### src/rtl/dbg_com_apb_arbiter.sv
// rtl/dbg_com_apb_arbiter.sv - round-robin arbiter sharing the debug-globals APB com port
module dbg_com_apb_arbiter #(
    parameter int NREQ        = 2,
    parameter int TIMEOUT_CYC = 255
) (
    input  logic                 clk_i,
    input  logic                 rst_i,
    input  logic [NREQ-1:0]      req_i,
    input  logic [NREQ*32-1:0]   addr_i,
    input  logic [NREQ*48-1:0]   wdata_i,
    input  logic [NREQ-1:0]      write_i,
    output logic [NREQ-1:0]      done_o,
    output logic [47:0]          rdata_o,
    output logic                 err_o,
    output logic                 busy_o,
    output logic                 psel_com_o,
    output logic                 penable_com_o,
    output logic [31:0]          paddr_com_o,
    output logic [47:0]          pwdata_com_o,
    output logic                 pwrite_com_o,
    input  logic [47:0]          prdata_com_i,
    input  logic                 pready_com_i,
    input  logic                 pslverr_com_i
);
    localparam int              PW      = (NREQ > 1) ? $clog2(NREQ) : 1;
    localparam int              SW      = PW + 1;
    localparam logic [SW-1:0]   NREQ_W  = SW'(NREQ);
    localparam logic [PW-1:0]   PTR_RST = PW'(NREQ - 1);
    localparam logic [15:0]     TO_LAST = 16'(TIMEOUT_CYC - 1);

    typedef enum logic [1:0] {S_IDLE, S_SETUP, S_ACCESS, S_DONE} state_t;

    state_t          state_q, state_d;
    logic [PW-1:0]   ptr_q, ptr_d;
    logic [15:0]     cnt_q, cnt_d;
    logic [31:0]     paddr_q, paddr_d;
    logic [47:0]     pwdata_q, pwdata_d;
    logic            pwrite_q, pwrite_d;
    logic [47:0]     rdata_q, rdata_d;
    logic            err_q, err_d;
    logic            psel_q, psel_d;
    logic            penable_q, penable_d;
    logic            busy_q, busy_d;
    logic [NREQ-1:0] done_q, done_d;

    logic            found;
    logic [PW-1:0]   winner;
    logic [SW-1:0]   scan;

    // Scan upward from the last owner so the previous winner is considered last.
    always_comb begin
        found  = 1'b0;
        winner = ptr_q;
        scan   = '0;
        for (int i = 1; i <= NREQ; i++) begin
            scan = {1'b0, ptr_q} + SW'(i);
            if (scan >= NREQ_W) begin
                scan = scan - NREQ_W;
            end
            if (!found && req_i[scan[PW-1:0]]) begin
                found  = 1'b1;
                winner = scan[PW-1:0];
            end
        end
    end

    always_comb begin
        state_d  = state_q;
        ptr_d    = ptr_q;
        cnt_d    = cnt_q;
        paddr_d  = paddr_q;
        pwdata_d = pwdata_q;
        pwrite_d = pwrite_q;
        rdata_d  = rdata_q;
        err_d    = err_q;
        unique case (state_q)
            S_IDLE: begin
                if (found) begin
                    ptr_d    = winner;
                    paddr_d  = addr_i[32*winner +: 32];
                    pwdata_d = wdata_i[48*winner +: 48];
                    pwrite_d = write_i[winner];
                    state_d  = S_SETUP;
                end
            end
            S_SETUP: begin
                cnt_d   = '0;
                state_d = S_ACCESS;
            end
            S_ACCESS: begin
                if (pready_com_i) begin
                    rdata_d = pwrite_q ? 48'd0 : prdata_com_i;
                    err_d   = pslverr_com_i;
                    state_d = S_DONE;
                end else if (cnt_q == TO_LAST) begin
                    rdata_d = '0;
                    err_d   = 1'b1;
                    state_d = S_DONE;
                end else if (cnt_q != 16'hFFFF) begin
                    cnt_d = cnt_q + 16'd1;
                end
            end
            S_DONE: begin
                state_d = S_IDLE;
            end
            default: begin
                state_d = S_IDLE;
            end
        endcase
    end

    // Outputs are registered from the next state so they line up with the state register.
    always_comb begin
        psel_d    = (state_d == S_SETUP) || (state_d == S_ACCESS);
        penable_d = (state_d == S_ACCESS);
        busy_d    = (state_d != S_IDLE);
        done_d    = (state_d == S_DONE) ? (NREQ'(1) << ptr_d) : '0;
    end

    always_ff @(posedge clk_i) begin
        if (rst_i) begin
            state_q   <= S_IDLE;
            ptr_q     <= PTR_RST;
            cnt_q     <= '0;
            paddr_q   <= '0;
            pwdata_q  <= '0;
            pwrite_q  <= 1'b0;
            rdata_q   <= '0;
            err_q     <= 1'b0;
            psel_q    <= 1'b0;
            penable_q <= 1'b0;
            busy_q    <= 1'b0;
            done_q    <= '0;
        end else begin
            state_q   <= state_d;
            ptr_q     <= ptr_d;
            cnt_q     <= cnt_d;
            paddr_q   <= paddr_d;
            pwdata_q  <= pwdata_d;
            pwrite_q  <= pwrite_d;
            rdata_q   <= rdata_d;
            err_q     <= err_d;
            psel_q    <= psel_d;
            penable_q <= penable_d;
            busy_q    <= busy_d;
            done_q    <= done_d;
        end
    end

    assign done_o        = done_q;
    assign rdata_o       = rdata_q;
    assign err_o         = err_q;
    assign busy_o        = busy_q;
    assign psel_com_o    = psel_q;
    assign penable_com_o = penable_q;
    assign paddr_com_o   = paddr_q;
    assign pwdata_com_o  = pwdata_q;
    assign pwrite_com_o  = pwrite_q;

endmodule

### config.mk
export PLATFORM = sky130hd
export DESIGN_NAME = dbg_com_apb_arbiter
export DESIGN_NICKNAME = d
export VERILOG_FILES = /design/src/rtl/dbg_com_apb_arbiter.sv
export SDC_FILE = /design/constraint.sdc
export NUM_CORES = 1
export LEC_CHECK = 0
export ABC_AREA = 1
export ABC_CLOCK_PERIOD_IN_PS = 3100
export CAP_MARGIN = 20
export CELL_PAD_IN_SITES_DETAIL_PLACEMENT = 1
export CELL_PAD_IN_SITES_GLOBAL_PLACEMENT = 1
export CORE_UTILIZATION = 25
export DETAILED_ROUTE_END_ITERATION = 12
export PLACE_DENSITY = 0.7
export RECOVER_POWER = 50
export SLEW_MARGIN = 20
export SYNTH_ARGS = -nofsm -noshare
export SYNTH_HDL_FRONTEND = slang
export SYNTH_SLANG_ARGS = --single-unit
### constraint.sdc
create_clock -name clk_i -period 3.1 [get_ports clk_i]
set_input_delay 0.62 -clock clk_i [delete_from_list [all_inputs] [get_ports clk_i]]
set_output_delay 0.62 -clock clk_i [all_outputs]
set_load 0.01 [all_outputs]
# Word-level counts from Yosys, hierarchy flattened
# Cells that the tools add are included.
[op_classes]
addsub = 5
multipliers = 1
magnitude_cmp = 5
n_eq_ne = 11
shift = 3
n_mux = 27
n_bitwise = 1
n_reduce_logical = 11
[op_table]
columns = ["operator", "n"]
rows = [
  ["48-bit 2-to-1 mux", 3],
  ["96-bit by 8-bit indexed part select with 48-bit output", 1],
  ["64-bit by 7-bit indexed part select with 32-bit output", 1],
  ["16-bit 2-to-1 mux", 3],
  ["16-bit one-hot mux with 2 select lines", 1],
  ["16-bit by 1-bit adder with 16-bit output (second input constant)", 1],
  ["16-bit by 8-bit equality test with 1-bit output (second input constant)", 1],
  ["1-bit 2-to-1 mux", 16],
  ["16-bit inequality test (second input constant)", 1],
  ["2-bit equality test (second input constant)", 4],
  ["2-bit one-hot mux with 4 select lines", 1],
  ["1-bit by 2-bit less-than comparator with 1-bit output (second input constant)", 3],
  ["2-bit 2-to-1 mux", 3],
  ["2-bit inequality test (second input constant)", 3],
  ["2-bit nonzero test", 3],
  ["2-bit by 1-bit equality test with 1-bit output (second input constant)", 2],
  ["2-bit >= comparator (second input constant)", 2],
  ["2-bit AND reduction", 2],
  ["4-bit AND reduction", 1],
  ["2-bit by 1-bit multiplier with 3-bit output (first input constant)", 1],
  ["1-bit by 1-bit adder with 2-bit output (second input constant)", 1],
  ["1-bit by 2-bit adder with 2-bit output (second input constant)", 1],
  ["2-bit zero test", 1],
  ["2-bit OR reduction", 1],
  ["6 further kinds", 7],
]
[word_totals]
ff_bits = 154
in_bits = 216
wordCells = 76

# Depth between registers and ports, before layout
[depth]
depth_word = 14
ltp_mapped = 12
depth_no_buf = 11

# Least setup slack after synthesis
# No wires, ideal clock.
[synth_path]
path_type = "register -> register"
from = "reg state_q[0]"
to = "reg psel_q, in the netlist psel_com_o"
setup_time_ns = 0.128
arrival_time_ns = 1.674
required_time_ns = 2.972
slack_ns = 1.298
path_stages_with_launch = 13
n_path_buf = 1
period_less_slack_ns = 1.802
cell_sequence = "dfxtp_1 -> inv_1 -> ha_1 -> buf_2 -> nand3_1 -> nor2_1 -> nand2_1 -> nand2_1 -> o22ai_1 -> inv_1 -> ha_1 -> inv_1 -> nor2_1"
[synth_via]
elab_chain_len = 5
word_cells_on_any_way = 11
[synth_lines]
columns = ["element", "line_no", "source"]
rows = [
  ["from (decl)", "33", "state_t state_q, state_d;"],
  ["from (signal assigned)", "135", "state_q <= state_d;"],
  ["2-bit 2-to-1 mux", "95", "end else if (cnt_q == TO_LAST) begin"],
  ["2-bit 2-to-1 mux", "91", "if (pready_com_i) begin"],
  ["2-bit one-hot mux with 4 select lines (*)", "76", "unique case (state_q)"],
  ["named net state_d[0]", "33", ""],
  ["2-bit by 1-bit equality test with 1-bit output / 2-bit equality test (equally long branches)", "114", "psel_d = (state_d == S_SETUP) || (state_d == S_ACCESS);"],
  ["1-bit logical OR (*)", "114", ""],
  ["named net psel_d", "41", "logic psel_q, psel_d;"],
  ["to (signal assigned)", "143", "psel_q <= psel_d;"],
  ["to (decl)", "41", ""],
]
# Mark *: on every way through the listed nets, which the timed path passes. The rest lies on a longest branch.
# A chain may end at the register's enable or synchronous reset.

# Worst setup path in the final report
[layout_path]
from = "in req_i[0]"
to = "reg paddr_q[11], in the netlist paddr_com_o[11]"
[layout_via]
elab_chain_len = 7
word_cells_on_any_way = 12
[layout_lines]
columns = ["element", "line_no", "source"]
rows = [
  ["from (decl)", "8", "input logic [NREQ-1:0] req_i,"],
  ["1-bit 2-to-1 mux (not written as such) (2 in series)", "60", "if (!found && req_i[scan[PW-1:0]]) begin"],
  ["1-bit 2-to-1 mux", "60", ""],
  ["1-bit zero test", "60", ""],
  ["1-bit logical AND", "60", ""],
  ["1-bit 2-to-1 mux", "60", ""],
  ["64-bit by 7-bit indexed part select with 32-bit output / 2-bit AND reduction (equally long branches)", "-", ""],
  ["to (signal assigned)", "138", "paddr_q <= paddr_d;"],
  ["to (decl)", "36", "logic [31:0] paddr_q, paddr_d;"],
]
# Several ways; a longest one is shown, not always the timed one. The select of a mux whose other input is x is not followed.

==> impl_results.md <==
* HP Start: rdata_o[42]
* Diodes inserted at 0
* Worst slew margin at -0.05766
* Die height at about 170 um
* Gr ovfl total at 0
* Worst vdd ir at 0.3682 mV
* Cells after synthesis at 1002
* WL final at 27.66 mm
* Port Buffers at between 300 and 400
* Clock sink total at ~150
* Violated checks: max-capacitance violations, max-slew violations
* Routed WL per cell at approximately 16 um
* Slew Limit Fails at 65
* CTS tree: built
* Startpoint types: input pin
* Cts repair resizes at 0
* Cts bufs inserted at 17
* Antenna-violating nets left at 0
* Clock slew at reported path FFs at ~70 ps
* Yosys top cell area share at 0.4205
* Final core utilization at 0.4094
* Ys async rst share at 0
* Area contributors post-synth: dfxtp_1, o211ai_1, nand2_1
* Initial DRC count at 234
* Pin count of the biggest net entering global routing at between 60 and 70
* All-Layer GR Usage at 0.1852
* Status: complete, but fails checks
* HPWL Detailed at around 20 mm
* Final setup margin at ~620 ps
* Via Count at approximately 8k
* Part of the cycle the worst path needs at 0.8010
* Hold Path Class: flip-flop to flip-flop
* DP Worst Slack at 571.5 ps
* First-pass GRT wire length at between 40 and 50 mm
* FMAX at approximately 400 MHz
* Main flop type after synthesis: dfxtp_1
* Final setup vio count at 0
* Die extent in x at approximately 170 um
* Synth Register Bits at between 150 and 200
* Die area at between 30000 and 40000 sq um
* Syn Nets at about 1.2k
* Sequential fraction of the synthesis area at 0.4205
* Placer Congestion at around 0.77
* Vias per inst at between 4 and 5
* Static Leak at about 5.3 nW
* Core ar. at approximately 29000 sq um
* Share of layout cells above drive strength 1 at 0.05564
* # fillers at ~3.4k
* Synth unique cells at 33
* Register Area at between 3000 and 4000 sq um
* Final hold vios at 0
* Cts hold-fix bufs at 0
* Core Rows at 62
* Required @ worst endpoint at about 3400 ps
* Crit path DAT at 2800 ps
* Initial antenna violation count at 0
* CP Max Fanout at 46
* H-tree levels at 4
* Router iterations before antenna repair at 4
* Post-CTS setup buffers at 0
* Critical path type: input pin to flip-flop
* Clock Tree Buf Depth at 2
* Tightest Pin Transition at between 1500 and 2000 ps
* Worst R2R Start: state_q[0]
* Vias in the first global route at between 8k and 9k
* Tot Pwr at 0.009101 W
* Worst Clk Skew at ~17 ps
* Post-synth EDFFs at 0
* Reg2reg setup slack at 650 ps
* Initial Util at 0.2547
* DRC at 0
* Layout Nets at around 1.5k
* Area grow syn2layout at 60.71%
* RSZ-0062 raised after global routing: false
* Clock root cell: clkbuf_16
* Synthesized area per cell at around 7.3 sq um
* Post-route minimum period at ~2500 ps
* Area taken by multi-input logic gates at about 3200 sq um
* Clock Latency Late Sink at ~430 ps
* CP startpoint: req_i[0]
* Maxcap violations at 1
* Setup TNS at 0 ps
* CP Capture Type: flip-flop
* Io pins at roughly 350
* Ys Warns at 0
* Pwr/cell area at between 700 and 800 nW/um^2
* Area leader, netlist: dfxtp_1
* Synth Cell Area at about 7300 sq um
-- registers in the layout (all words and copies together) (netlist names), 2 cells and up --
signal and flops:
cnt_q 16, done_o 2, paddr_com_o 32, pwdata_com_o 48, rdata_o 48, state_q 2
-- power by group --
part	internal [W]	switching [W]
combinational	0.00174	0.00229
sequential	0.00255	0.000310
clock	0.00125	0.000971
total	0.00553	0.00357
-- per-stage QoR --
stage	cells	cell area (sq um)	hold WS (ps)
3_5_place_dp	1682	11210	452.0
2_1_floorplan	1002	7331	484.0
3_3_place_gp	1682	11210	447.6
5_1_grt	1714	11780	472.9
6_report	1714	11780	455.2
4_1_cts	1714	11830	462.7
-- final timing paths --
check               endpoint  depth (start not counted)
min reg2reg      rdata_o[42]                          2
max reg2reg  paddr_com_o[11]                          8
max          paddr_com_o[11]                          7
min              rdata_o[42]                          2
-- per-layer routing --
| layer | up-vias | GRT usage | routed length [um] |
|---|---|---|---|
| li1 | 3892 | - | - |
| met1 | 3675 | 0.2131 | 11580 |
| met2 | 210 | 0.3227 | 13500 |
| met3 | 41 | 0.05943 | 1844 |
| met4 | 0 | 0.06158 | 737 |
| met5 | - | 0 | 0 |
-- cell families after synthesis --
family          Yosys count  share of synthesized area
buf+inv                 267                     0.1446
mux                       1                   0.001536
flops                   154                     0.4206
simple gates            335                     0.1949
compound gates          236                     0.2231
fa+ha+maj                 9                    0.01536
-- cells in the final DEF (no fill, tap or decap), types with 4 or more instances in the layout --
cell type        count
o21ai_0              8
nor2_4               4
dfxtp_1            154
clkdlybuf4s50_1    232
nand3_1             62
a21oi_1             54
inv_6                4
buf_12               5
buf_4                6
ha_1                 9
nand4_1              5
a21oi_2              8
nand2_2              4
nor2_2               4
inv_1              195
o211ai_1           160
clkbuf_16           17
nor2_1              50
dlygate4sd3_1      117
nand2_1            199
-- cell type report --
type                       instances  share of cell area
clock inverter                    14             0.01540
timing repair buffer             365              0.3107
clock buffer                      18             0.03728
inverter                         198             0.06319
tap                              384             0.04078
sequential                       154              0.2617
multi-input combinational        581              0.2709
-- synthesized netlist by cell type, types with 3 or more instances --
library cell / n
a21oi_1: 54
a21oi_2: 8
buf_2: 28
clkbuf_1: 37
dfxtp_1: 154
ha_1: 9
inv_1: 195
nand2_1: 199
nand2_2: 4
nand3_1: 62
nand4_1: 5
nor2_1: 51
nor2_2: 4
nor2_4: 3
nor3_1: 3
o211ai_1: 160
o21ai_0: 7
-- critical path, stage by stage --
cell             delay [ps]
clkdlybuf4s50_1         480
nor2_1                  100
nor2_4                  340
clkbuf_2                790
o211ai_1                230
o211ai_1                150
inv_1                    70
Note: power is estimated with default switching activity, not from simulation.
